## src/rtl/lcd_text_feeder.sv

```systemverilog
// Character FIFO and cursor tracker that turns an ASCII stream into paced
// {rs, data} words for the LCD driver's data_ready / busy_flag handshake.
module lcd_text_feeder #(
  parameter int DEPTH       = 16,
  parameter int COLS        = 16,
  parameter int ACK_TIMEOUT = 64
) (
  input  logic                     clock,
  input  logic                     internal_reset,
  input  logic [7:0]               char_in,
  input  logic                     char_valid,
  output logic                     char_ready,
  input  logic                     lcd_busy,
  output logic [8:0]               lcd_d_in,
  output logic                     lcd_data_ready,
  output logic [$clog2(DEPTH):0]   fifo_count,
  output logic                     idle
);

  localparam int AW = $clog2(DEPTH);
  localparam int CW = $clog2(COLS + 1);
  localparam int TW = $clog2(ACK_TIMEOUT + 1);
  localparam logic [AW:0]   FULL_C  = (AW + 1)'(DEPTH);
  localparam logic [CW-1:0] COLS_C  = CW'(COLS);
  localparam logic [TW-1:0] TLAST_C = TW'(ACK_TIMEOUT - 1);

  typedef enum logic [2:0] {
    WAIT_INIT,
    IDLE,
    ISSUE,
    WAIT_ACK,
    WAIT_DONE
  } state_t;

  logic [7:0]    mem_q [DEPTH];
  logic [AW-1:0] wr_ptr_q, rd_ptr_q;
  logic [AW:0]   count_q;
  state_t        state_q, state_d;
  logic          seen_busy_q, seen_busy_d;
  logic          row_q, row_d;
  logic [CW-1:0] col_q, col_d;
  logic [8:0]    cur_word_q, cur_word_d;
  logic [8:0]    next_word_q, next_word_d;
  logic          second_q, second_d;
  logic [TW-1:0] timer_q, timer_d;
  logic          push, pop, printable;
  logic [7:0]    head;

  assign char_ready     = (count_q < FULL_C);
  assign push           = char_valid && char_ready;
  assign head           = mem_q[rd_ptr_q];
  assign printable      = (head >= 8'h20) && (head <= 8'h7E);
  assign fifo_count     = count_q;
  assign lcd_d_in       = cur_word_q;
  assign lcd_data_ready = (state_q == ISSUE);
  assign idle           = (state_q == IDLE) && (count_q == '0);

  always_ff @(posedge clock) begin
    if (push) begin
      mem_q[wr_ptr_q] <= char_in;
    end
  end

  always_ff @(posedge clock) begin
    if (internal_reset) begin
      wr_ptr_q    <= '0;
      rd_ptr_q    <= '0;
      count_q     <= '0;
      state_q     <= WAIT_INIT;
      seen_busy_q <= 1'b0;
      row_q       <= 1'b0;
      col_q       <= '0;
      cur_word_q  <= '0;
      next_word_q <= '0;
      second_q    <= 1'b0;
      timer_q     <= '0;
    end else begin
      if (push) begin
        wr_ptr_q <= wr_ptr_q + AW'(1);
      end
      if (pop) begin
        rd_ptr_q <= rd_ptr_q + AW'(1);
      end
      if (push && !pop) begin
        count_q <= count_q + (AW + 1)'(1);
      end else if (pop && !push) begin
        count_q <= count_q - (AW + 1)'(1);
      end
      state_q     <= state_d;
      seen_busy_q <= seen_busy_d;
      row_q       <= row_d;
      col_q       <= col_d;
      cur_word_q  <= cur_word_d;
      next_word_q <= next_word_d;
      second_q    <= second_d;
      timer_q     <= timer_d;
    end
  end

  always_comb begin
    state_d     = state_q;
    seen_busy_d = seen_busy_q;
    row_d       = row_q;
    col_d       = col_q;
    cur_word_d  = cur_word_q;
    next_word_d = next_word_q;
    second_d    = second_q;
    timer_d     = timer_q;
    pop         = 1'b0;
    case (state_q)
      WAIT_INIT: begin
        if (lcd_busy) begin
          seen_busy_d = 1'b1;
        end else if (seen_busy_q) begin
          state_d = IDLE;
        end
      end
      IDLE: begin
        // Only pop while the driver is free, so a busy driver backs up the FIFO.
        if ((count_q != '0) && !lcd_busy) begin
          pop = 1'b1;
          if (printable) begin
            if (col_q == COLS_C) begin
              cur_word_d  = {1'b0, 1'b1, ~row_q, 6'b0};
              next_word_d = {1'b1, head};
              second_d    = 1'b1;
              row_d       = ~row_q;
              col_d       = CW'(1);
            end else begin
              cur_word_d = {1'b1, head};
              second_d   = 1'b0;
              col_d      = col_q + CW'(1);
            end
            state_d = ISSUE;
          end else if (head == 8'h0A) begin
            cur_word_d = {1'b0, 1'b1, ~row_q, 6'b0};
            second_d   = 1'b0;
            row_d      = ~row_q;
            col_d      = '0;
            state_d    = ISSUE;
          end else if (head == 8'h0C) begin
            cur_word_d = 9'h001;
            second_d   = 1'b0;
            row_d      = 1'b0;
            col_d      = '0;
            state_d    = ISSUE;
          end
        end
      end
      ISSUE: begin
        timer_d = '0;
        state_d = WAIT_ACK;
      end
      WAIT_ACK: begin
        if (lcd_busy) begin
          state_d = WAIT_DONE;
        end else if (timer_q == TLAST_C) begin
          state_d = ISSUE;
        end else begin
          timer_d = timer_q + TW'(1);
        end
      end
      WAIT_DONE: begin
        if (!lcd_busy) begin
          if (second_q) begin
            cur_word_d = next_word_q;
            second_d   = 1'b0;
            state_d    = ISSUE;
          end else begin
            state_d = IDLE;
          end
        end
      end
      default: state_d = WAIT_INIT;
    endcase
  end

endmodule

```

## config.mk

```make
export PLATFORM = sky130hd
export DESIGN_NAME = lcd_text_feeder
export DESIGN_NICKNAME = d
export VERILOG_FILES = /design/src/rtl/lcd_text_feeder.sv
export SDC_FILE = /design/constraint.sdc
export NUM_CORES = 1
export LEC_CHECK = 0
export CAP_MARGIN = 20
export CORE_UTILIZATION = 50
export DETAILED_ROUTE_END_ITERATION = 8
export PLACE_DENSITY = 0.67
export SLEW_MARGIN = 10
export SYNTH_ARGS = -nofsm -noshare
export SYNTH_HDL_FRONTEND = slang
export SYNTH_SLANG_ARGS = --single-unit
```

## constraint.sdc

```tcl
create_clock -name clock -period 7.1 [get_ports clock]
set_input_delay 2.13 -clock clock [delete_from_list [all_inputs] [get_ports clock]]
set_output_delay 2.13 -clock clock [all_outputs]
set_load 0.02 [all_outputs]
```

==> flow_summary.ini, run 1 <==
[synth]
ys_seq_elements = 181
synth.most_common_cell = edfxtp_1
mappedNetlistNets = 557
synth_area_leaders = edfxtp_1 (50%), dfxtp_1 (14%), mux4_2 (5.8%)
netlist_instances = 532
synth_top_area_cell = edfxtp_1
synth_cell_types = 65
syn_area_per_cell_sq_um = 14.5
synth_top_area_share_pct = 49.8
synth-edff-count = 128
synth_commonest_cells = edfxtp_1 (128), nor2_1 (61), dfxtp_1 (53)
yosysWarnings = 0
syn-cell-area_sq_um = 7710
synth_ff_type = edfxtp_1
synth_seq_area_share_pct = 63.6
synthArstFlopShare_pct = 0

[cts]
cts_buffers = 17
clockBufferDepth = 2
cts_tree = built
clkSinkCount = 181
postCtsResizedCells = 0
clkTransAtPathRegs_ns = 0.07
htreeDepth = 4
clockRootBuffer = clkbuf_16
postCtsSetupBuffers = 0
clk_latency_ns = 0.43
holdBufCountCts = 0

[critical_path]
cp_num_buf_inv = 2
r2r_setup_slack_ns = 3.50
max_stage_delay_ns = 0.56
worst_ep_arrival_time_ns = 4.91
critPathLaunchType = input pin
crit_family = simple AND/OR/NAND/NOR gates
crit_fanout = 9
crit_top_cell = a21oi_1
cp_data_required_time_ns = 7.45
endpoint_kind = flop
crit_type = in -> reg
slowest_stage = nor2b_1
crit_chain = clkdlybuf4s50_1 > nor2b_1 > ha_1 > inv_1 > fa_1 > a21o_1 > a21oi_1 > xnor2_1 > or3_1 > a21oi_1
rr_worst_depth = 9
r2r-end = next_word_q[3]

[timing]
finClkSkew_ns = 0.00938
hold_viol = 0
rsz0062_at_grt = no
setup_viol_count_final = 0
finalMaxSlewViolations = 0
fmax_ghz = 0.219
tightest_slew_ns = 1.02
fin_tns_setup_ns = 0
post-route-min-period_ns = 4.56
finalCritPeriodShare_pct = 64.3
slew_headroom_pct = 31.9

[detailed_routing]
ant_nets = 0
drtPass1Iterations = 4
drt_iter0_drc = 267
avgRoutedWirePerCell_um = 19.2
vias = 4349
drc_errors = 0
wirelength_um = 14600
via_per_inst = 5.72

[placement]
place_congestion = 0.767
io_buffers = 28
dp_hpwl_um = 9570

[final_layout]
finish.net_count = 584
fill_cells = 1171
drive_gt1_share_pct = 14.9
diodes = 0
seqCellArea_sq_um = 4910
multi_input_area_sq_um = 2580
syn_to_final_growth_pct = 13.2

[grt]
grt_max_degree = 51
grt-ovfl-total = 0
grtUsageTotal_pct = 19.6
grt_antenna_before_repair = 0
grt_pass1_vias = 4395
grt_pass1_wl_um = 23300

[worst_hold_path]
hold_depth = 2
hold_end = lcd_d_in[7]
hold_path_class = reg -> reg
min-delay-start = lcd_d_in[7]

[floorplan]
num_rows = 45
die_h_um = 126
core_area_sq_um = 15100
io-pin-count = 29
dieArea_sq_um = 15900
initial_core_util_pct = 50.9
dieWidth_um = 126

[power_and_ir_drop]
power_density_nw_per_um2 = 303
p_leak_uw = 0.00286
ir_worst_vdd_uv = 176
report.power.total_uw = 2640

[run]
drv_cap = 0

[status]
outcome = finished clean
[metal layers]
layer	track usage [%]	routed length, um
met3	3.57	647
met1	25.4	6470
met4	7.94	95
met5	0	0
met2	32.7	7390
[area by class of cell]
| class | count | area share, % |
|---|---|---|
| inverter | 14 | 0.602 |
| multi-input combinational | 309 | 29.6 |
| sequential | 181 | 56.2 |
| timing repair buffer | 36 | 3.84 |
| clock buffer | 17 | 4.87 |
| tap | 188 | 2.69 |
| clock inverter | 15 | 2.28 |
[worst reg2reg max path, stage by stage (launching register included)]
cell and delay [ns]:
dfxtp_1 0.32, buf_4 0.41, mux4_2 0.59, a22oi_1 0.33, nand3_1 0.27, nand4_1 0.22, o311a_1 0.41, and3_1 0.60
mux2i_1 0.26, nor2_1 0.06
[placed cells by master (no fill, tap or decap), types with 3 or more instances in the layout]
master	instances
a21oi_1	19
a221oi_1	6
a221oi_2	3
a22oi_1	9
and3_1	4
buf_4	8
clkbuf_16	17
clkdlybuf4s50_1	27
dfxtp_1	52
edfxtp_1	128
ha_1	12
inv_1	14
inv_8	8
mux2i_1	12
mux4_1	10
mux4_2	20
nand2_1	31
nand3_1	13
nand3b_1	3
nand4_1	5
nor2_1	61
nor2b_1	18
nor3_1	8
nor3_2	6
o21ai_0	8
o41ai_2	3
or3_1	3
xnor2_1	6
xor2_1	8
[through the flow]
step                      area (sq um)  utilization (%)  setup WS (ns)  hold WS, ns  cells
after floorplan                   7710                -           3.01        0.437    532
after global placement            8110             53.6           2.23        0.444    728
after detailed placement          8110             53.6           2.12        0.449    728
after CTS                         8740             57.7           2.54        0.457    760
after global routing              8740             57.7           2.33        0.488    760
final                             8740             57.7           2.54        0.456    760
[state kept, by name, indices dropped and copies added (netlist names), named ones only]
signal	flops
second_q	1
next_word_q	9
rd_ptr_q	4
state_q	3
fifo_count	5
row_q	1
seen_busy_q	1
lcd_d_in	9
timer_q	7
mem_q	128
col_q	5
wr_ptr_q	4
[cells by family after synthesis]
kind of cell | synth area share, %
AO/OA/AOI/OAI | 7.31
adder cells (fa/ha/maj) | 2.21
AND/OR/NAND/NOR | 11.6
multiplexers | 10.8
XOR/XNOR | 1.59
buffers and inverters | 2.95
flip-flops | 63.6
[power by group]
group / switching [uW] / total, uW / internal (uW)
clock: 438 / 980 / 543
sequential: 37.6 / 1220 / 1180
combinational: 260 / 448 / 188
total: 735 / 2640 / 1910
[worst max path at each step]
stage          startpoint       endpoint  slack, ns  cells after the start
3_5_place_dp   char_valid  fifo_count[4]       2.12                     10
3_3_place_gp   char_valid  fifo_count[4]       2.23                     10
6_report       char_valid  fifo_count[4]       2.54                     10
2_1_floorplan  char_valid  fifo_count[4]       3.01                     10
5_1_grt        char_valid  fifo_count[4]       2.33                     10
4_1_cts        char_valid  fifo_count[4]       2.54                     10
(Power assumes the default switching activity.)
==> inputs of run 2 (changes only) <==
- PLACE_DENSITY: 0.67 -> 0.7
- clock period: 7.1 -> 3.7 ns (I/O delays scaled with it)
==> flow_summary.ini, run 2 (synthesis gave the netlist of run 1 again) <==
[power_and_ir_drop]
power_density_nw_per_um2 = 558
power.share.switching_pct = 27.4
ir_worst_vdd_uv = 334
comb_power_share_pct = 17.6
clkPwrFrac_pct = 35.2
report.power.total_uw = 4940
internal_power_uw = 3590
seqPwrFrac_pct = 47.2
p_leak_uw = 0.00295
switching_power_uw = 1350

[cts]
cts_buffers = 17
postCtsSetupBuffers = 0
clockRootBuffer = clkbuf_16
clockBufferDepth = 2
clkTransAtPathRegs_ns = 0.07
clk_latency_ns = 0.43
postCtsResizedCells = 0
cts_tree = built
holdBufCountCts = 0
htreeDepth = 4
clkSinkCount = 181

[worst_hold_path]
hold_path_class = reg -> reg

[detailed_routing]
drc_errors = 0
ant_nets = 0
avgRoutedWirePerCell_um = 18.6
vias = 4455
wirelength_um = 14500
drt_iter0_drc = 318
drtPass1Iterations = 4
via_per_inst = 5.70

[grt]
grt_antenna_before_repair = 0
grt_max_degree = 51
grt_pass1_vias = 4425
grt-ovfl-total = 0
grt_pass1_wl_um = 23800
grtUsageTotal_pct = 20.0

[final_layout]
largest_reg_flops = 128
diodes = 0
finish.net_count = 605
regMostFlops = mem_q
drive_gt1_share_pct = 17.5
finalNonFillerCells = 781
syn_to_final_growth_pct = 14.7
final_cell_mix = edfxtp_1 (128), nor2_1 (61), dfxtp_1 (53), nand2_1 (31), buf_4 (28)
final_common_cell = edfxtp_1

[critical_path]
slowest_stage = clkdlybuf4s50_1
endpoint_kind = output port
crit_type = reg -> out
max_stage_delay_ns = 0.63
crit_family = simple AND/OR/NAND/NOR gates
critPathLaunchType = flop
crit_chain = or4_1 > nor3_1 > clkdlybuf4s50_1
cp_num_buf_inv = 1
cp_data_required_time_ns = 2.59
crit_fanout = 5
worst_ep_arrival_time_ns = 2.15

[placement]
place_congestion = 0.798
dp_hpwl_um = 9720
dp.cells = 749
io_buffers = 28

[timing]
fmax_ghz = 0.307
slew_headroom_pct = 35.6
finalMaxSlewViolations = 0
rsz0062_at_grt = no
finClkSkew_ns = 0.0118
tightest_slew_ns = 0.966
finalCritPeriodShare_pct = 88.1
setup_viol_count_final = 0
post-route-min-period_ns = 3.26
fin_tns_setup_ns = 0
hold_viol = 0

[floorplan]
initial_core_util_pct = 50.9
die_h_um = 126
io-pin-count = 29
num_rows = 45
core_area_sq_um = 15100
dieWidth_um = 126
dieArea_sq_um = 15900

[run]
drv_cap = 0

[status]
outcome = finished clean
-- run 2: through the flow --
stage / utilization [%] / area [sq um] / hold slack, ns / worst slack [ns]
after floorplan: - / 7710 / 0.437 / 0.628
after global placement: 54.7 / 8280 / 0.443 / 0.261
after detailed placement: 54.7 / 8280 / 0.451 / 0.215
after CTS: 58.4 / 8850 / 0.460 / 0.415
after global routing: 58.4 / 8850 / 0.490 / 0.277
final: 58.4 / 8850 / 0.459 / 0.442
-- run 2: power by group through the flow --
stage / Combinational, uW / Sequential (uW) / Clock (uW)
after floorplan: 597 / 2390 / 0
after global placement: 846 / 2370 / 0
after detailed placement: 872 / 2380 / 0
after CTS: 876 / 2330 / 1770
after global routing: 953 / 2340 / 1860
final: 867 / 2330 / 1740
-- run 2: final timing paths --
check	start	endpoint	slack (ns)	depth (start not counted)
max	fifo_count[0]	idle	0.44	3
min	lcd_d_in[7]	lcd_d_in[7]	0.46	2
max reg2reg	flop	col_q[4]	0.45	9
min reg2reg	lcd_d_in[7]	lcd_d_in[7]	0.46	2
-- run 2: worst register-to-register path, delay by kind of cell (launching register included) --
family	cells	cell delay [ns]
muxes	1	0.56
buffers and inverters	1	0.22
and+or+nand+nor	3	0.83
DFF	1	0.36
AOI/OAI and AO/OA	4	1.18
-- run 2: final cells by class --
class / instances / area [sq um]
fill: 1175 / 6290
sequential: 181 / 4900
multi-input combinational: 309 / 2580
timing repair buffer: 57 / 505
clock buffer: 18 / 429
tap: 188 / 235
clock inverter: 14 / 141
inverter: 14 / 52.6
-- run 2: layer usage --
| metal | GRT usage [%] | wire length, um | up-vias |
|---|---|---|---|
| met4 | 5.74 | 122 | 0 |
| met3 | 5.44 | 539 | 11 |
| li1 | - | - | 2128 |
| met2 | 33.2 | 7380 | 86 |
| met1 | 26.0 | 6490 | 2230 |
| met5 | 0 | 0 | - |
